File: config.mk
export PLATFORM = sky130hd
export DESIGN_NAME = vga_timing_gen
export DESIGN_NICKNAME = d
export VERILOG_FILES = /design/src/rtl/vga_timing_gen.sv
export SDC_FILE = /design/constraint.sdc
export NUM_CORES = 1
export LEC_CHECK = 0
export ABC_AREA = 0
export CAP_MARGIN = 40
export CORE_ASPECT_RATIO = 1.1
export CORE_MARGIN = 8
export CORE_UTILIZATION = 52
export DETAILED_ROUTE_END_ITERATION = 7
export PLACE_DENSITY = 0.9
export SKIP_CTS_REPAIR_TIMING = 1
export SYNTH_ARGS = -nofsm -noshare
export SYNTH_HDL_FRONTEND = slang
export SYNTH_SLANG_ARGS = --single-unit
File: constraint.sdc
create_clock -name clk -period 2.7 [get_ports clk]
set_input_delay 0.81 -clock clk [delete_from_list [all_inputs] [get_ports clk]]
set_output_delay 0.81 -clock clk [all_outputs]
set_load 0.005 [all_outputs]
File: src/rtl/vga_timing_gen.sv
// -----------------------------------------------------------------------------
// vga_timing_gen
//
// Parametrised VGA raster timing generator. Two free-running counters walk the
// raster (hcount across a line, vcount down the frame). Sync and blank flags,
// line/frame pulses and a frame counter are decoded from those counts. The
// defaults give 1024x768@60 with a 65 MHz pixel clock.
//
// This block sits at the front of the video pipeline. Every output comes from
// the same flop stage, so hcount/vcount and their flags are aligned with zero
// relative latency. The decode is done on the *next* counts and registered
// together with the counts.
//
// Ports
//   clk          in   1        pixel clock
//   rst_n        in   1        asynchronous reset, active-low
//   en           in   1        pixel enable; nothing changes on edges with en=0
//   hcount       out  CNT_W    current pixel in line   (0 .. H_TOTAL-1)
//   vcount       out  CNT_W    current line in frame   (0 .. V_TOTAL-1)
//   hsync        out  1        horizontal sync, active level = HSYNC_POL
//   vsync        out  1        vertical sync,   active level = VSYNC_POL
//   hblnk        out  1        1 while hcount >= H_ACTIVE
//   vblnk        out  1        1 while vcount >= V_ACTIVE
//   line_start   out  1        one-enable pulse: hcount just wrapped to 0
//   frame_start  out  1        one-enable pulse: counters just wrapped to (0,0)
//   frame_cnt    out  FRAME_W  completed frames since reset, modulo 2^FRAME_W
// -----------------------------------------------------------------------------
module vga_timing_gen #(
  parameter int H_ACTIVE     = 1024,
  parameter int H_SYNC_START = 1048,
  parameter int H_SYNC_STOP  = 1184,
  parameter int H_TOTAL      = 1344,
  parameter int V_ACTIVE     = 768,
  parameter int V_SYNC_START = 771,
  parameter int V_SYNC_STOP  = 777,
  parameter int V_TOTAL      = 806,
  parameter bit HSYNC_POL    = 1'b0,
  parameter bit VSYNC_POL    = 1'b0,
  parameter int CNT_W        = 11,
  parameter int FRAME_W      = 16
) (
  input  logic               clk,
  input  logic               rst_n,
  input  logic               en,
  output logic [CNT_W-1:0]   hcount,
  output logic [CNT_W-1:0]   vcount,
  output logic               hsync,
  output logic               vsync,
  output logic               hblnk,
  output logic               vblnk,
  output logic               line_start,
  output logic               frame_start,
  output logic [FRAME_W-1:0] frame_cnt
);

  // ---------------------------------------------------------------------------
  // Elaboration-time parameter checks
  // ---------------------------------------------------------------------------
  // The counters are compared in a 32-bit unsigned domain below. That keeps a
  // sync window ending exactly at 2^CNT_W from aliasing to zero, so CNT_W must
  // stay below 32.
  if (CNT_W < 1 || CNT_W > 31) begin : g_bad_cnt_w
    $error("vga_timing_gen: CNT_W=%0d out of range 1..31", CNT_W);
  end

  if (FRAME_W < 1) begin : g_bad_frame_w
    $error("vga_timing_gen: FRAME_W=%0d must be >= 1", FRAME_W);
  end

  if (!(0 < H_ACTIVE && H_ACTIVE <= H_SYNC_START && H_SYNC_START < H_SYNC_STOP &&
        H_SYNC_STOP <= H_TOTAL)) begin : g_bad_h_order
    $error("vga_timing_gen: horizontal timing must satisfy 0<ACTIVE<=SYNC_START<SYNC_STOP<=TOTAL");
  end

  if (!(0 < V_ACTIVE && V_ACTIVE <= V_SYNC_START && V_SYNC_START < V_SYNC_STOP &&
        V_SYNC_STOP <= V_TOTAL)) begin : g_bad_v_order
    $error("vga_timing_gen: vertical timing must satisfy 0<ACTIVE<=SYNC_START<SYNC_STOP<=TOTAL");
  end

  if (longint'(H_TOTAL) > (longint'(1) << CNT_W) ||
      longint'(V_TOTAL) > (longint'(1) << CNT_W)) begin : g_bad_total
    $error("vga_timing_gen: H_TOTAL/V_TOTAL do not fit in CNT_W=%0d bits", CNT_W);
  end

  // ---------------------------------------------------------------------------
  // Constants
  // ---------------------------------------------------------------------------
  // The wrap points are sized to the counter width so the equality compare is
  // exact. H_TOTAL-1 always fits once the checks above hold.
  localparam logic [CNT_W-1:0] H_LAST = CNT_W'(H_TOTAL - 1);
  localparam logic [CNT_W-1:0] V_LAST = CNT_W'(V_TOTAL - 1);

  // The window bounds are kept as unsigned 32-bit values. A bound equal to
  // 2^CNT_W (for example H_SYNC_STOP == H_TOTAL == 2^CNT_W) is still
  // represented correctly.
  localparam int unsigned H_ACT_U   = unsigned'(H_ACTIVE);
  localparam int unsigned H_SSTA_U  = unsigned'(H_SYNC_START);
  localparam int unsigned H_SSTO_U  = unsigned'(H_SYNC_STOP);
  localparam int unsigned V_ACT_U   = unsigned'(V_ACTIVE);
  localparam int unsigned V_SSTA_U  = unsigned'(V_SYNC_START);
  localparam int unsigned V_SSTO_U  = unsigned'(V_SYNC_STOP);

  // ---------------------------------------------------------------------------
  // Next-state counters and decode
  // ---------------------------------------------------------------------------
  logic               h_wrap;
  logic               v_wrap;
  logic [CNT_W-1:0]   hcount_n;
  logic [CNT_W-1:0]   vcount_n;
  int unsigned        hcount_nu;
  int unsigned        vcount_nu;
  logic               hsync_n;
  logic               vsync_n;
  logic               hblnk_n;
  logic               vblnk_n;
  logic               line_start_n;
  logic               frame_start_n;
  logic [FRAME_W-1:0] frame_cnt_n;

  // NOTE: every signal driven here gets a value on every path through the
  // block (straight-line code or a full ternary). This keeps the block free of
  // inferred latches.
  always_comb begin
    h_wrap   = (hcount == H_LAST);
    v_wrap   = (vcount == V_LAST);

    hcount_n = h_wrap ? '0 : hcount + CNT_W'(1);

    // vcount only moves on the edge where hcount wraps.
    if (h_wrap) begin
      vcount_n = v_wrap ? '0 : vcount + CNT_W'(1);
    end else begin
      vcount_n = vcount;
    end

    hcount_nu = 32'(hcount_n);
    vcount_nu = 32'(vcount_n);

    // The decode uses the next counts, so each flag lands in the same
    // register stage as the count it describes.
    hblnk_n = (hcount_nu >= H_ACT_U);
    vblnk_n = (vcount_nu >= V_ACT_U);

    hsync_n = ((hcount_nu >= H_SSTA_U) && (hcount_nu < H_SSTO_U)) ? HSYNC_POL : ~HSYNC_POL;
    vsync_n = ((vcount_nu >= V_SSTA_U) && (vcount_nu < V_SSTO_U)) ? VSYNC_POL : ~VSYNC_POL;

    // The pulses are derived from the advanced counts and not from the
    // current ones. That is why reset release, which sits at (0,0), does not
    // produce a spurious pulse.
    line_start_n  = h_wrap;
    frame_start_n = h_wrap && v_wrap;
    frame_cnt_n   = frame_start_n ? frame_cnt + FRAME_W'(1) : frame_cnt;
  end

  // ---------------------------------------------------------------------------
  // Output register stage
  // ---------------------------------------------------------------------------
  // NOTE: sequential state is assigned with non-blocking (<=) only. All flops
  // then sample their inputs from before the edge, and simulation matches the
  // synthesised registers.
  always_ff @(posedge clk or negedge rst_n) begin
    if (!rst_n) begin
      hcount      <= '0;
      vcount      <= '0;
      hsync       <= ~HSYNC_POL;
      vsync       <= ~VSYNC_POL;
      hblnk       <= 1'b0;
      vblnk       <= 1'b0;
      line_start  <= 1'b0;
      frame_start <= 1'b0;
      frame_cnt   <= '0;
    end else if (en) begin
      // With en low nothing loads. The pulses therefore stay high until the
      // next enabled edge, so a downstream stage running on the same enable
      // sees exactly one pulse.
      hcount      <= hcount_n;
      vcount      <= vcount_n;
      hsync       <= hsync_n;
      vsync       <= vsync_n;
      hblnk       <= hblnk_n;
      vblnk       <= vblnk_n;
      line_start  <= line_start_n;
      frame_start <= frame_start_n;
      frame_cnt   <= frame_cnt_n;
    end
  end

endmodule

After elaboration in Yosys (flattened, before gate mapping)
Cells that the tools add are included.
{ "op_classes": {"order_cmp": 6, "eq_ne": 2, "n_mux": 5, "n_reduce_logical": 4, "add_sub_neg": 3} }
{ "op_table": {"columns": ["cell", "count"], "rows": [
  ["2-to-1 mux 11 bit", 3],
  ["adder 11 x 1 -> 11 bit (second input constant)", 2],
  [">= comparator 11 x 10 -> 1 bit (second input constant)", 2],
  [">= comparator 11 bit (second input constant)", 2],
  ["adder 16 x 1 -> 16 bit (second input constant)", 1],
  ["== test 11 x 10 -> 1 bit (second input constant)", 1],
  ["== test 11 bit (second input constant)", 1],
  ["less-than comparator 11 x 10 -> 1 bit (second input constant)", 1],
  ["less-than comparator 11 bit (second input constant)", 1],
  ["logical AND 1 bit", 3],
  ["2-to-1 mux 1 bit", 2],
  ["AND reduction 2 bit", 1]
]} }
{ "word_totals": {"reg_bits": 44, "wordCells": 29, "out_inout_bits": 44, "input_bits": 3} }

Longest topological paths before layout
{ "logic_depth": {"depth_word": 6, "ltp_mapped": 10, "ltp_nobuf": 8} }

Worst setup path after synthesis
No wires, ideal clock.
{ "synth_path": {"path_kind": "flip-flop to flip-flop", "startpoint": "register hcount[0]", "endpoint": "register frame_cnt[12]", "slack_ns": 0.162, "path_stages_with_launch": 10, "t_required_ns": 2.576, "path_buffers": 2, "synth_period_minus_slack_ns": 2.538, "t_arrival_ns": 2.414, "setup_time_ns": 0.124, "path_cell_list": "dfrtp_1 ha_1 clkbuf_1 inv_1 or4_4 buf_6 or4_4 nor2_2 nand2_1 xnor2_1"} }
{ "synth_via": {"elab_chain_cells": 3} }
{ "synth_lines": {"columns": ["item", "line_no", "source"], "rows": [
  ["from (decl)", "45", "output logic [CNT_W-1:0] hcount,"],
  ["from (signal assigned)", "176", "hcount <= hcount_n;"],
  ["== test 11 bit", "124", "h_wrap = (hcount == H_LAST);"],
  ["logical AND 1 bit", "151", "frame_start_n = h_wrap && v_wrap;"],
  ["AND reduction 2 bit (no line)", null, null],
  ["to (signal assigned)", "184", "frame_cnt <= frame_cnt_n;"],
  ["to (decl)", "53", "output logic [FRAME_W-1:0] frame_cnt"]
]} }
No other way between the ends.
A chain may end at the register's enable or synchronous reset.

Final worst setup path
{ "layout_path": {"startpoint": "register hcount[2]", "endpoint": "register frame_cnt[13]"} }
The elaborated chain is that of the path after synthesis.

==> results.ini <==
[route]
vias_per_cell = 5.885
m1WireLength_mm = 2.634
drt_wl_total_mm = 6.233
wire_per_inst_um = 16.67
drt-initial-drc-count = 195
topRoutingLayerUsed = met4
num_vias = 2201
wl_met2_mm = 3.197
drtAntennaViolNets = 0
dr_wl_met3_um = 257
drc = 0
dr.pass1.iters = 4

[floorplanning]
design.core.area_um2 = 4619
rows = 26
start_util_pct = 53.98
fp.dieW_um = 82.03
ioPinCount = 47
dieArea_um2 = 7270
die_h_um = 88.63

[logic_synthesis]
synth_flop_cell = dfrtp_1
ys_warn_count = 0
ys_ff_latch = 43
syn_inst = 265
synth_async_sr_flop_share_pct = 100.0
synth_fp_nets = 272
syn_area_per_cell_um2 = 9.410
synth_edf_count = 0
post_synth_num_cell_types = 55
synth_seq_area_share_pct = 43.25
netlist_area_um2 = 2494

[final_layout]
fillers = 369
drive_above_1_share_pct = 11.64
area_growth_pct = 25.64
fin_nets = 324
n_antenna_cell = 0

[sta]
finalHoldViolCount = 0
layout_min_cycle_time_ns = 2.508
fin_crit_sh_pct = 92.90
worstMarginPinSlew_ns = 0.4905
clock_skew_ns = 0.008056
setup_slack_ns = 0.1918
relSlewSlack_pct = 67.30
maxSlewViolCount = 0
setup_viol = 0
max_freq_mhz = 398.7
setup_tns_ns = 0
rsz0062_at_grt = false

[setup_path]
cpMaxStageDelayCell = or4_1
endpoint_kind = register
arrival_ns = 2.74
r2r-end = frame_cnt[13]
worstSetupPathType = register to register
r2r_slack_ns = 0.19
startpoint_type = register
reg2reg_depth = 7
path_max_fanout = 9
cpPeakStageDelay_ns = 0.68
cp_cell_sequence = nand4_1 > buf_4 > nor4_4 > nand2_2 > or4_1 > nor3_2 > xor2_1
required_ns = 2.93
critPathCapture = frame_cnt[13]
worstReg2RegStart = hcount[2]
cp-startpoint = hcount[2]

[clocking]
tritoncts = built
path_clk_slew_ns = 0.09
clock_path_buffers = 2
cts_root_buffer = clkbuf_8
cts.sinks = 43
clock_latency_ns = 0.31
h-tree-depth = 2
numCtsBuffers = 5

[grt]
antenna_found_initial = 0
grt_usage_pct = 18.28
grt_pass1_wl_mm = 10.47
grt_max_degree = 23
grt_overflow = 0
grt_pass1_vias = 2192

[status]
status = finished, final reports clean

[placed_design]
gp_congestion = 0.9185
pre_cts_ws_ns = 0.1105
dp_hpwl_mm = 4.634
io_buffers = 46

[power_and_ir_drop]
pwr-share-seq_pct = 48.1
clockPowerShare_pct = 27.3
internal_power_mw = 1.083
switching_share_pct = 31.37
power.density_nw_per_um2 = 503.7
vdd_drop_max_mv = 0.2975
total_power_mw = 1.578
p_comb_share_pct = 24.6
p_sw_mw = 0.4949
p_leak_nw = 1.282

[flow_run]
maxCapViolations = 0

[worst_hold_path]
hp-class = input port to async pin

placed cells by master, fill, tap and decap left out, types with 3 or more instances in the layout:
master,n
and3_1,4
o21a_1,3
and2_1,5
dfrtp_1,41
buf_4,13
nor2_1,20
nor3_2,3
nand2_1,35
clkbuf_8,5
xnor2_1,15
a21oi_1,3
inv_1,10
nand3_1,14
and4_1,3
nand4_1,6
clkdlybuf4s50_1,45
mux2i_1,3
ha_1,4
o31ai_1,7
o21ai_0,18
xor2_1,12
worst max-delay path: cells and delay by family (launching register included):
kind,cells,cell delay (ns)
DFF,1,0.51
and+or+nand+nor,5,1.53
buffers and inverters,1,0.20
xor gates and xnor gates,1,0.19
logic make-up after synthesis:
| kind of cell | synth area share [%] |
|---|---|
| adders and majority gates | 2.007 |
| muxes | 2.107 |
| xor gates and xnor gates | 9.483 |
| DFF | 43.25 |
| and+or+nand+nor | 23.99 |
| buffers and inverters | 4.616 |
| AOI/OAI and AO/OA | 14.55 |
Yosys cell counts, types with 2 or more instances:
master / n / area (µm²)
dfrtp_1: 41 / 1026
nand2_1: 35 / 131.4
nor2_1: 20 / 75.07
o21ai_0: 18 / 90.09
xnor2_1: 15 / 131.4
nand3_1: 14 / 70.07
xor2_1: 12 / 105.1
inv_1: 10 / 37.54
o31ai_1: 7 / 52.55
clkbuf_1: 6 / 22.52
nand4_1: 6 / 37.54
and2_1: 5 / 31.28
and3_1: 4 / 25.02
buf_2: 4 / 20.02
ha_1: 4 / 50.05
a21oi_1: 3 / 15.01
and4_1: 3 / 26.28
mux2i_1: 3 / 30.03
nor3_2: 3 / 30.03
o21a_1: 3 / 22.52
a31oi_1: 2 / 12.51
buf_6: 2 / 22.52
dfstp_2: 2 / 52.55
mux2_2: 2 / 22.52
nand2b_1: 2 / 12.51
nor3_1: 2 / 10.01
nor4_4: 2 / 42.54
o22ai_1: 2 / 12.51
o2bb2ai_1: 2 / 17.52
o32a_1: 2 / 20.02
o32ai_1: 2 / 17.52
o41ai_1: 2 / 17.52
or3_1: 2 / 12.51
or4_4: 2 / 22.52
power groups by stage:
stage	Combinational, mW	Sequential, mW	Clock [mW]
global placement	0.382	0.765	0
detailed placement	0.390	0.772	0
floorplan	0.212	0.754	0
global route	0.430	0.769	0.456
CTS	0.392	0.759	0.434
finish	0.388	0.758	0.431
metrics by stage:
| stage | cells | hold WS [ns] | instance area [µm²] | utilization [%] |
|---|---|---|---|---|
| finish | 374 | 0.4541 | 3133 | 67.82 |
| global route | 374 | 0.4892 | 3133 | 67.82 |
| CTS | 374 | 0.4697 | 3133 | 67.82 |
| detailed placement | 366 | 0.4728 | 3039 | 65.79 |
| global placement | 366 | 0.4684 | 3039 | 65.79 |
| floorplan | 265 | 0.4647 | 2494 | - |
worst min-delay path by stage:
stage	start	end	slack (ns)	cells past startpoint
CTS	rst_n	frame_cnt[7]	0.47	1
global route	rst_n	frame_cnt[6]	0.49	1
global placement	frame_cnt[15]	frame_cnt[15]	0.47	1
floorplan	frame_cnt[15]	frame_cnt[15]	0.46	1
finish	rst_n	frame_cnt[6]	0.45	1
detailed placement	frame_cnt[15]	frame_cnt[15]	0.47	1
metal layers:
metal  vias up  GRT usage [%]
li1       1049              -
met1      1074          22.04
met2        65          30.53
met3        13          3.659
met4         0          8.147
met5         -              0
state kept, by name, summed over array words and instances, names as in the netlist:
name,flops
vblnk,1
vcount,11
vsync,1
frame_cnt,16
hsync,1
frame_start,1
line_start,1
hcount,11
area by class of cell:
cell class,instances,area (µm²),share of cell area (%)
repair buffers,59,553.0,17.65
flip-flops and latches,43,1079,34.42
inverters,10,37.54,1.198
clock buffers,5,68.82,2.196
clock inverters,3,25.02,0.7987
multi-input cells,198,1300,41.49
well taps,56,70.07,2.236
Note: power is estimated with default switching activity, not from simulation.
